**config.mk**
```make
export PLATFORM = sky130hd
export DESIGN_NAME = mac_seq_ctrl
export DESIGN_NICKNAME = d
export VERILOG_FILES = /design/src/rtl/mac_seq_ctrl.sv
export SDC_FILE = /design/constraint.sdc
export NUM_CORES = 1
export LEC_CHECK = 0
export BUFFER_PORTS_ARGS = -buffer_cell sky130_fd_sc_hd__buf_4
export CAP_MARGIN = 20
export CORE_MARGIN = 5
export CORE_UTILIZATION = 60
export CTS_BUF_LIST = sky130_fd_sc_hd__clkbuf_8 sky130_fd_sc_hd__clkbuf_16
export DETAILED_ROUTE_END_ITERATION = 7
export MAX_ROUTING_LAYER = met4
export PLACE_DENSITY = 0.82
export SKIP_CTS_REPAIR_TIMING = 1
export SLEW_MARGIN = 30
export SYNTH_ARGS = -nofsm -noshare
export SYNTH_HDL_FRONTEND = slang
export SYNTH_SLANG_ARGS = --single-unit
export TNS_END_PERCENT = 1
```
**constraint.sdc**
```tcl
create_clock -name CLK -period 3.9 [get_ports CLK]
set_input_delay 0.78 -clock CLK [delete_from_list [all_inputs] [get_ports CLK]]
set_output_delay 0.78 -clock CLK [all_outputs]
set_load 0.05 [all_outputs]
```
**src/rtl/mac_seq_ctrl.sv**
```systemverilog
// rtl/mac_seq_ctrl.sv - shift-and-add multiply-accumulate sequencer with valid/ready handshakes
// Optional feature macro: MAC_SATURATE_EN (saturate ACC on accumulate overflow instead of wrapping)
module mac_seq_ctrl #(
  parameter int WIDTH     = 8,
  parameter int ACC_WIDTH = 20
) (
  input  logic                 CLK,
  input  logic                 RST,
  input  logic                 IN_VALID,
  output logic                 IN_READY,
  input  logic [WIDTH-1:0]     A,
  input  logic [WIDTH-1:0]     B,
  input  logic                 CLEAR,
  output logic                 OUT_VALID,
  input  logic                 OUT_READY,
  output logic [ACC_WIDTH-1:0] ACC,
  output logic                 OVF,
  output logic                 BUSY
);

  localparam int CW = (WIDTH > 1) ? $clog2(WIDTH) : 1;
  localparam logic [CW-1:0] LAST_BIT = CW'(WIDTH - 1);

  typedef enum logic [1:0] {
    IDLE  = 2'd0,
    MULT  = 2'd1,
    ACCUM = 2'd2,
    DONE  = 2'd3
  } state_t;

  state_t state, state_next;

  logic [WIDTH-1:0]     a_q;
  logic [WIDTH-1:0]     b_q;
  logic                 clear_q;
  logic [2*WIDTH-1:0]   prod;
  logic [CW-1:0]        cnt;
  logic [ACC_WIDTH-1:0] acc;
  logic                 ovf;

  logic [WIDTH-1:0]     pp_row;
  logic [2*WIDTH-1:0]   pp_shifted;
  logic [ACC_WIDTH:0]   sum;

  assign pp_row     = a_q & {WIDTH{b_q[cnt]}};
  assign pp_shifted = (2*WIDTH)'(pp_row) << cnt;
  assign sum        = {1'b0, acc} + (ACC_WIDTH+1)'(prod);

  always_ff @(posedge CLK or posedge RST) begin
    if (RST) begin
      state <= IDLE;
    end else begin
      state <= state_next;
    end
  end

  always_comb begin
    state_next = state;
    IN_READY   = 1'b0;
    OUT_VALID  = 1'b0;
    BUSY       = 1'b1;
    case (state)
      IDLE: begin
        IN_READY = 1'b1;
        BUSY     = 1'b0;
        if (IN_VALID) begin
          state_next = MULT;
        end
      end
      MULT: begin
        if (cnt == LAST_BIT) begin
          state_next = ACCUM;
        end
      end
      ACCUM: begin
        state_next = DONE;
      end
      DONE: begin
        OUT_VALID = 1'b1;
        if (OUT_READY) begin
          state_next = IDLE;
        end
      end
      default: begin
        state_next = IDLE;
      end
    endcase
  end

  always_ff @(posedge CLK or posedge RST) begin
    if (RST) begin
      a_q     <= '0;
      b_q     <= '0;
      clear_q <= 1'b0;
      prod    <= '0;
      cnt     <= '0;
      acc     <= '0;
      ovf     <= 1'b0;
    end else begin
      case (state)
        IDLE: begin
          if (IN_VALID) begin
            a_q     <= A;
            b_q     <= B;
            clear_q <= CLEAR;
            prod    <= '0;
            cnt     <= '0;
          end
        end
        MULT: begin
          prod <= prod + pp_shifted;
          cnt  <= cnt + 1'b1;
        end
        ACCUM: begin
          if (clear_q) begin
            acc <= ACC_WIDTH'(prod);
            ovf <= 1'b0;
          end else begin
`ifdef MAC_SATURATE_EN
            // Once saturated, stay pinned at all ones until a CLEAR op.
            if (ovf || sum[ACC_WIDTH]) begin
              acc <= '1;
              ovf <= 1'b1;
            end else begin
              acc <= sum[ACC_WIDTH-1:0];
            end
`else
            acc <= sum[ACC_WIDTH-1:0];
            ovf <= ovf | sum[ACC_WIDTH];
`endif
          end
        end
        default: begin
        end
      endcase
    end
  end

  assign ACC = acc;
  assign OVF = ovf;

endmodule

```
# Word-level counts from Yosys, hierarchy flattened
# Index checks and enable logic that the tools add are counted.
[totals]
reg_bits = 59
latchBits = 0
ramBits = 0
mem_bits_ro = 0
in_bits = 21
output_inout_bits = 24
wordCells = 42
memories = 0
[classes]
n_addsub = 3
mul = 0
div_mod_pow = 0
order_cmp = 1
n_eq_ne = 7
n_shift = 1
mux = 15
bitwise = 2
n_reduce_logical = 5
[ops]
columns = ["op", "count"]
rows = [
  ["one-hot mux 16 bit (2 select lines)", 1],
  ["adder 20 x 16 -> 21 bit", 1],
  ["2-to-1 mux 20 bit", 1],
  ["adder 16 bit", 1],
  ["2-to-1 mux 16 bit", 1],
  ["<< shifter 8 x 3 -> 16 bit", 1],
  ["AND 8 bit", 1],
  ["one-hot mux 2 bit (4 select lines)", 1],
  ["2-to-1 mux 2 bit", 3],
  ["inequality test 2 bit (second input constant)", 3],
  ["one-hot mux 3 bit (2 select lines)", 1],
  ["2-to-1 mux 1 bit", 5],
  ["== test 2 bit (second input constant)", 2],
  ["less-than comparator 3 x 4 -> 1 bit (second input constant)", 1],
  ["AND reduction 2 bit", 2],
  ["adder 3 x 1 -> 3 bit (second input constant)", 1],
  ["binary-select mux 1 bit (select 3 bit)", 1],
  ["== test 3 bit (second input constant)", 1],
  ["2-to-1 mux 3 bit", 1],
  ["AND reduction 3 bit", 1],
  ["== test 2 x 1 -> 1 bit (second input constant)", 1],
  ["logical NOT 2 bit", 1],
  ["nonzero test 2 bit", 1],
  ["bitwise OR 1 bit", 1],
]

# Depth between registers and ports, before layout
# Gate-level depths: netlist of run 1.
[logic_depth]
depth_word = 6
mapped_depth = 15
mapped_depth_nobuf = 13

# Worst setup path before layout of run 1
# Ideal clock, no wire load.
[synth_timing]
kind = "flip-flop to flip-flop"
startpoint = "reg cnt[0]"
endpoint = "reg prod[10]"
setup_time_ns = 0.122
arrival_time_ns = 3.280
required_time_ns = 3.778
setup_slack_ns = 0.499
stages_incl_launch_ff = 14
n_path_buf = 2
synth_period_minus_slack_ns = 3.401
cell_sequence = "dfrtp_1 -> clkbuf_1 -> mux4_2 -> nand2b_1 -> and2_1 -> clkbuf_1 -> nor2_1 -> ha_1 -> and4_1 -> a21oi_1 -> a21boi_0 -> a21boi_0 -> or3_1 -> a32o_1"
[synth_via]
elab_chain_len = 6
[synth_lines]
columns = ["element", "line_no", "text"]
rows = [
  ["from (decl)", "37", "logic [CW-1:0] cnt;"],
  ["from (signal assigned)", "112", "cnt <= cnt + 1'b1;"],
  ["binary-select mux 1 bit (select 3 bit)", "45", "assign pp_row = a_q & {WIDTH{b_q[cnt]}};"],
  ["2-to-1 mux 1 bit (not written as such)", "45", ""],
  ["AND 8 bit", "45", ""],
  ["<< shifter 8 x 3 -> 16 bit (*)", "46", "assign pp_shifted = (2*WIDTH)'(pp_row) << cnt;"],
  ["adder 16 bit (*)", "111", "prod <= prod + pp_shifted;"],
  ["one-hot mux 16 bit (2 select lines) (*)", "100", "case (state)"],
  ["to (signal assigned)", "111", ""],
  ["to (decl)", "36", "logic [2*WIDTH-1:0] prod;"],
]
# Every way passes the cells marked *; elsewhere a longest branch is shown, timed or not. The select of a mux whose other input is x is not followed.
# A chain may end at the register's enable or synchronous reset.

# Worst setup path after layout of run 1
[layout_timing]
startpoint = "reg cnt[1]"
endpoint = "reg prod[12]"
# Same word-level chain as after synthesis.

==> impl_results.md, run 1 <==
- Fin crit period: 3.501 ns
- Unrepaired setup endpoints after global routing: false
- Initial Util: 0.6264
- Max Clock Skew: 0.01071 ns
- Pin count of the biggest net entering global routing: 43
- H-tree levels: 3
- Outcome: finished clean
- Layout Area Growth over Synthesis: 14.02%
- Number of DRC markers in iteration 0: 173
- Worst skew pair latency: 0.34 ns
- Cell chain of the critical path: mux4_2 -> nand2b_1 -> and2_1 -> nor2_1 -> ha_1 -> and4_1 -> a21oi_1 -> a21boi_0 -> a21boi_0 -> o41ai_1 -> xor2_1 -> o21ai_0
- Die H: 94.69 um
- Die area: 0.008965 mm2
- FP Rows: 30
- Startpoint types: register
- Clk pin slew, worst setup/hold paths: 0.07 ns
- Cells after synthesis: 480
- Detailed Place HPWL: 7294 um
- Dpl cell area: 0.004711 mm2
- Buffers and inverters on the worst path: 0
- Syn nets: 541
- CP Class: register to register
- GPL Wtd Cong: 0.9054
- EDFF count, synth: 0
- Hold Crit Class: register to register
- Commonest non-fill, non-tap cells in the layout: dfrtp_1 (59), buf_4 (49), a21oi_1 (47), o21ai_0 (44), nor2_1 (41)
- Overflow after GRT: 0
- Final setup vio count: 0
- Via count: 3739
- Vias in the first global route: 3710
- Max_cap viols: 0
- Yosys cell types: 55
- Netlist Area Pre-Place: 0.004303 mm2
- CP endpoint kind: register
- Worst-Margin Slew: 0.7285 ns
- Slowest Stage Delay on Critical Path: 0.67 ns
- Fmax: 0.2857 GHz
- Num CTS Buffers: 9
- Share of the yosys chip area belonging to registers: 0.3431
- Global-route wire length before repair: 16680 um
- Post-synth top flop: dfrtp_1
- Clock Path Buffers: 2
- Drt drc: 0
- Share of flip-flops with an asynchronous set or reset: 1.000
- Final nets: 582
- Initial antenna violation count: 0
- Fin area: 0.004906 mm2
- Endpoints failing hold: 0
- Gr usage total: 0.2396
- FF+latch count, synth: 59
- Syn. warnings: 0
- Root Driver: clkbuf_8
- IO Count: 45
- CP max-delay cell: dfrtp_1
- Average wire per standard cell: 15.89 um
- Final period utilization: 0.8976
- IO buf count: 44
- TritonCTS clock tree: yes
- Leak: 2.319 nW
- Worst Path Required: 4.11 ns
- Crit path top cell by count: a21boi_0
- Final antenna-violating net count: 0
- Die X: 94.69 um
- PD cells: 869.9 mW/mm2
- Max-slew violations: 0
- Clk sink count: 59
- Vias per cell: 6.011
- Setup TNS Final: 0 ns
- Core area: 0.006869 mm2
- CP max FO: 17
- 1st-pass router iterations: 4
- Layout cell share with drive strength beyond 1: 0.1749
- Commonest non-fill, non-tap cell in the layout: dfrtp_1
- Max_slew headroom: 0.5138
- Inserted Diodes: 0
- CP arrival: 3.71 ns
- Synth Area per Inst: 8.964 um2
- Largest delay share family, worst path: compound AO/OA/AOI/OAI gates
- Max VDD drop: 0.4300 mV
- Routed WL: 9881 um
final timing paths:
check	start	slack (ns)	end	depth (start not counted)
min in group asynchronous	RST	0.54	ACC[15]$_DFFE_PP0P_	2
max in group asynchronous	RST	2.65	prod[3]$_DFFE_PP0P_	3
hold / removal	b_q[5]$_DFFE_PP0P_	0.52	b_q[5]$_DFFE_PP0P_	1
setup reg to reg	cnt[1]$_DFFE_PP0P_	0.40	prod[12]$_DFFE_PP0P_	12
setup / recovery	cnt[1]$_DFFE_PP0P_	0.40	prod[12]$_DFFE_PP0P_	12
hold reg to reg	b_q[5]$_DFFE_PP0P_	0.52	b_q[5]$_DFFE_PP0P_	1
registers in the layout, summed over array words and instances, names as in the netlist:
signal / count
cnt: 3
state: 2
clear_q: 1
a_q: 8
b_q: 8
ACC: 20
OVF: 1
prod: 16
layout make-up:
type / count / area, um2
tap: 96 / 120.1
inverter: 18 / 68.82
timing repair buffer: 49 / 367.9
clock inverter: 6 / 56.30
fill: 547 / 1963
multi-input combinational: 384 / 2679
sequential: 59 / 1476
clock buffer: 10 / 137.6
routing by layer:
layer  up-vias  track usage  routed length, um
li1       1822            -                  -
met5         -            -                  0
met4         0      0.08173                169
met1      1808       0.2900               4377
met3        20      0.03426                396
met2        89       0.4093               4938
metrics by stage:
stage | power (mW) | hold slack [ns] | utilization | instances | setup slack (ns)
after global placement | 3.562 | 0.4918 | 0.6858 | 606 | 0.5619
after floorplan | 3.078 | 0.4739 | - | 480 | 0.4989
after detailed placement | 3.688 | 0.5061 | 0.6858 | 606 | 0.4652
after CTS | 4.263 | 0.5217 | 0.7140 | 622 | 0.4614
after global routing | 4.586 | 0.5351 | 0.7142 | 622 | 0.04399
final | 4.268 | 0.5176 | 0.7142 | 622 | 0.3993
synthesized netlist by cell type, types with 3 or more instances:
cell type,number,share of area
a211oi_1,3,0.0052
a21boi_0,3,0.0052
a21o_1,4,0.0070
a21oi_1,47,0.055
a22o_1,5,0.010
a22oi_1,3,0.0052
a31oi_1,6,0.0087
and2_1,4,0.0058
and3_1,10,0.015
clkbuf_1,15,0.013
dfrtp_1,59,0.34
ha_1,38,0.11
inv_1,17,0.015
mux2_2,22,0.058
mux2i_1,10,0.023
nand2_1,37,0.032
nand2b_1,12,0.017
nand3_1,9,0.010
nand4_1,5,0.0073
nor2_1,41,0.036
nor2b_1,11,0.016
nor3_1,8,0.0093
o211ai_1,3,0.0052
o21ai_0,44,0.051
xnor2_1,8,0.016
xor2_1,14,0.028
cell families (layout without fill, tap and decap cells):
logic type,after synthesis,count (layout),synth area share
XOR/XNOR,22,22,0.04478
flip-flops,59,59,0.3431
multiplexers,34,34,0.09131
AND/OR/NAND/NOR,148,148,0.1695
buffers and inverters,37,83,0.03431
adder cells (fa/ha/maj),40,40,0.1198
AO/OA/AOI/OAI,140,140,0.1972
power breakdown:
part	switching [mW]	leakage, nW	internal (mW)	total, mW
sequential	0.245	0.744	0.856	1.10
combinational	1.58	1.47	1.03	2.61
clock	0.253	0.103	0.307	0.560
total	2.08	2.32	2.19	4.27
(Power assumes the default switching activity.)
==> run 2, diff against run 1 <==
--- a/config.mk
+++ b/config.mk
@@ -9,7 +9,6 @@
 export CAP_MARGIN = 20
 export CORE_MARGIN = 5
 export CORE_UTILIZATION = 60
-export CTS_BUF_LIST = sky130_fd_sc_hd__clkbuf_8 sky130_fd_sc_hd__clkbuf_16
 export DETAILED_ROUTE_END_ITERATION = 7
 export MAX_ROUTING_LAYER = met4
 export PLACE_DENSITY = 0.82
==> constraint.sdc (replaced) <==
create_clock -name CLK -period 3.89 [get_ports CLK]
set_input_delay 0.778 -clock CLK [delete_from_list [all_inputs] [get_ports CLK]]
set_output_delay 0.778 -clock CLK [all_outputs]
set_load 0.05 [all_outputs]
==> impl_results.md, run 2 (synthesis results as in run 1) <==
- Detailed Place HPWL: 7294 um (unchanged)
- Worst-Margin Slew: 0.7284 ns (was 0.7285 ns)
- Sequential share of power: 0.258 (about the same)
- Endpoints failing hold: 0 (unchanged)
- Startpoint types: register (unchanged)
- Routed WL: 9862 um (was 9881 um)
- GPL Wtd Cong: 0.9054 (unchanged)
- GRT busiest layer: met2 (unchanged)
- CP Class: register to register (unchanged)
- Num CTS Buffers: 9 (unchanged)
- Final period utilization: 0.8997 (was 0.8976)
- Hold Crit Class: register to register (unchanged)
- Setup TNS Final: 0 ns (unchanged)
- Max reg flops: 20 (unchanged)
- CP endpoint kind: register (unchanged)
- Drt drc: 0 (unchanged)
- Max-slew violations: 0 (unchanged)
- Die area: 0.008965 mm2 (unchanged)
- Worst min-delay path startpoint: b_q[5]$_DFFE_PP0P_ (unchanged)
- Final setup vio count: 0 (unchanged)
- Overflow after GRT: 0 (unchanged)
- CP max FO: 17 (unchanged)
- Clk pin slew, worst setup/hold paths: 0.07 ns (about the same)
- IO Count: 45 (unchanged)
- Met1 GRT Util: 0.2900 (unchanged)
- Combinational Power Share: 0.610 (was 0.611)
- Max Clock Skew: 0.01055 ns (was 0.01071 ns)
- Clock Path Buffers: 2 (unchanged)
- Leak: 2.315 nW (was 2.319 nW)
- Clock Power Share: 0.132 (was 0.131)
- Worst skew pair latency: 0.34 ns (about the same)
- Die H: 94.69 um (unchanged)
- Vias per cell: 6.014 (was 6.011)
- Number of DRC markers in iteration 0: 173 (unchanged)
- PD cells: 872.5 mW/mm2 (was 869.9 mW/mm2)
- Pin count of the biggest net entering global routing: 43 (unchanged)
- Fmax: 0.2857 GHz (about the same)
- Sw frac: 0.4861 (was 0.4866)
- Via count: 3741 (was 3739)
- Die X: 94.69 um (unchanged)
- Layout Area Growth over Synthesis: 14.02% (unchanged)
- Layout fillers: 547 (unchanged)
- Root Driver: clkbuf_8 (unchanged)
- Internal: 2.200 mW (was 2.191 mW)
- Unrepaired setup endpoints after global routing: false (unchanged)
- Vias in the first global route: 3710 (unchanged)
- Global-route wire length before repair: 16680 um (unchanged)
- Crit. Startpoint: cnt[1]$_DFFE_PP0P_ (unchanged)
- Clk sink count: 59 (unchanged)
- Worst reg2reg startpoint: cnt[1]$_DFFE_PP0P_ (unchanged)
- Area of the multi-input gates: 0.002679 mm2 (unchanged)
- GR Layer Usage met2: 0.4093 (unchanged)
- Gr usage total: 0.2396 (unchanged)
- Final Core Density: 0.7142 (unchanged)
- 1st-pass router iterations: 4 (unchanged)
- Fin crit period: 3.500 ns (was 3.501 ns)
- Core area: 0.006869 mm2 (unchanged)
- Commonest non-fill, non-tap cells in the layout: dfrtp_1 (59), buf_4 (49), a21oi_1 (47), o21ai_0 (44), nor2_1 (41) (unchanged)
- H-tree levels: 3 (unchanged)
- Max_cap viols: 0 (unchanged)
- Register area: 0.001476 mm2 (unchanged)
- Average wire per standard cell: 15.86 um (was 15.89 um)
- Initial antenna violation count: 0 (unchanged)
- Inserted Diodes: 0 (unchanged)
- Commonest non-fill, non-tap cell in the layout: dfrtp_1 (unchanged)
- CP arrival: 3.71 ns (about the same)
- GR Util met3: 0.03426 (unchanged)
- Max VDD drop: 0.4309 mV (was 0.4300 mV)
- Worst Path Required: 4.10 ns (was 4.11 ns)
- Outcome: finished clean (unchanged)
- IO buf count: 44 (unchanged)
- Final nets: 582 (unchanged)
- Initial Util: 0.6264 (unchanged)
- Final antenna-violating net count: 0 (unchanged)
- TritonCTS clock tree: yes (unchanged)
- FP Rows: 30 (unchanged)
- Layout cell share with drive strength beyond 1: 0.1749 (unchanged)
- Max_slew headroom: 0.5138 (about the same)
- Switching power: 2.081 mW (was 2.077 mW)
## run 2: cell count changes in the layout (fill, tap and decap cells not counted), sizes merged
| cell | change |
|---|---|
| clkbuf | +1 |
| inv | -1 |
## run 2: stage by stage
stage	instances	total power, mW	instance area (um2)	setup WS [ns]	hold slack [ns]
4_1_cts	622	4.276	4905	0.4514	0.5217
5_1_grt	622	4.601	4906	0.03399	0.5351
3_3_place_gp	606	3.571	4711	0.5519	0.4918
3_5_place_dp	606	3.698	4711	0.4552	0.5061
6_report	622	4.280	4906	0.3901	0.5176
2_1_floorplan	480	3.086	4303	0.4889	0.4739
## run 2: cell type report
class / instances / area share
multi-input cells: 384 / 0.5460
flip-flops and latches: 59 / 0.3009
repair buffers: 49 / 0.07498
clock buffers: 11 / 0.02882
well taps: 96 / 0.02448
inverters: 18 / 0.01403
clock inverters: 5 / 0.01071
## run 2: path summary, 6_finish.rpt
check	cells past startpoint	slack [ns]	to
hold reg to reg	1	0.52	b_q[5]$_DFFE_PP0P_
setup reg to reg	12	0.39	prod[12]$_DFFE_PP0P_
setup / recovery	12	0.39	prod[12]$_DFFE_PP0P_
max in group asynchronous	3	2.64	prod[3]$_DFFE_PP0P_
hold / removal	1	0.52	b_q[5]$_DFFE_PP0P_
min in group asynchronous	2	0.53	ACC[15]$_DFFE_PP0P_
## run 2: layer usage
layer,share of wire,up-vias,routed length [um]
met5,0,-,0
met4,0.017,0,169
met3,0.037,20,367
met2,0.50,83,4935
met1,0.45,1815,4390
li1,-,1823,-
## run 2: critical path, stage by stage, from the launching register on
cell,delay [ns]
dfrtp_1,0.67
mux4_2,0.38
nand2b_1,0.17
and2_1,0.27
nor2_1,0.08
ha_1,0.37
and4_1,0.25
a21oi_1,0.13
a21boi_0,0.29
a21boi_0,0.18
o41ai_1,0.34
xor2_1,0.17
o21ai_0,0.08
## run 2: power by group through the flow
stage          Sequential, mW  Clock (mW)  Combinational [mW]
6_report                 1.10       0.564                2.61
5_1_grt                  1.14       0.590                2.87
4_1_cts                  1.10       0.568                2.61
3_5_place_dp             1.11           0                2.58
3_3_place_gp             1.09           0                2.48
2_1_floorplan            1.28           0                1.80
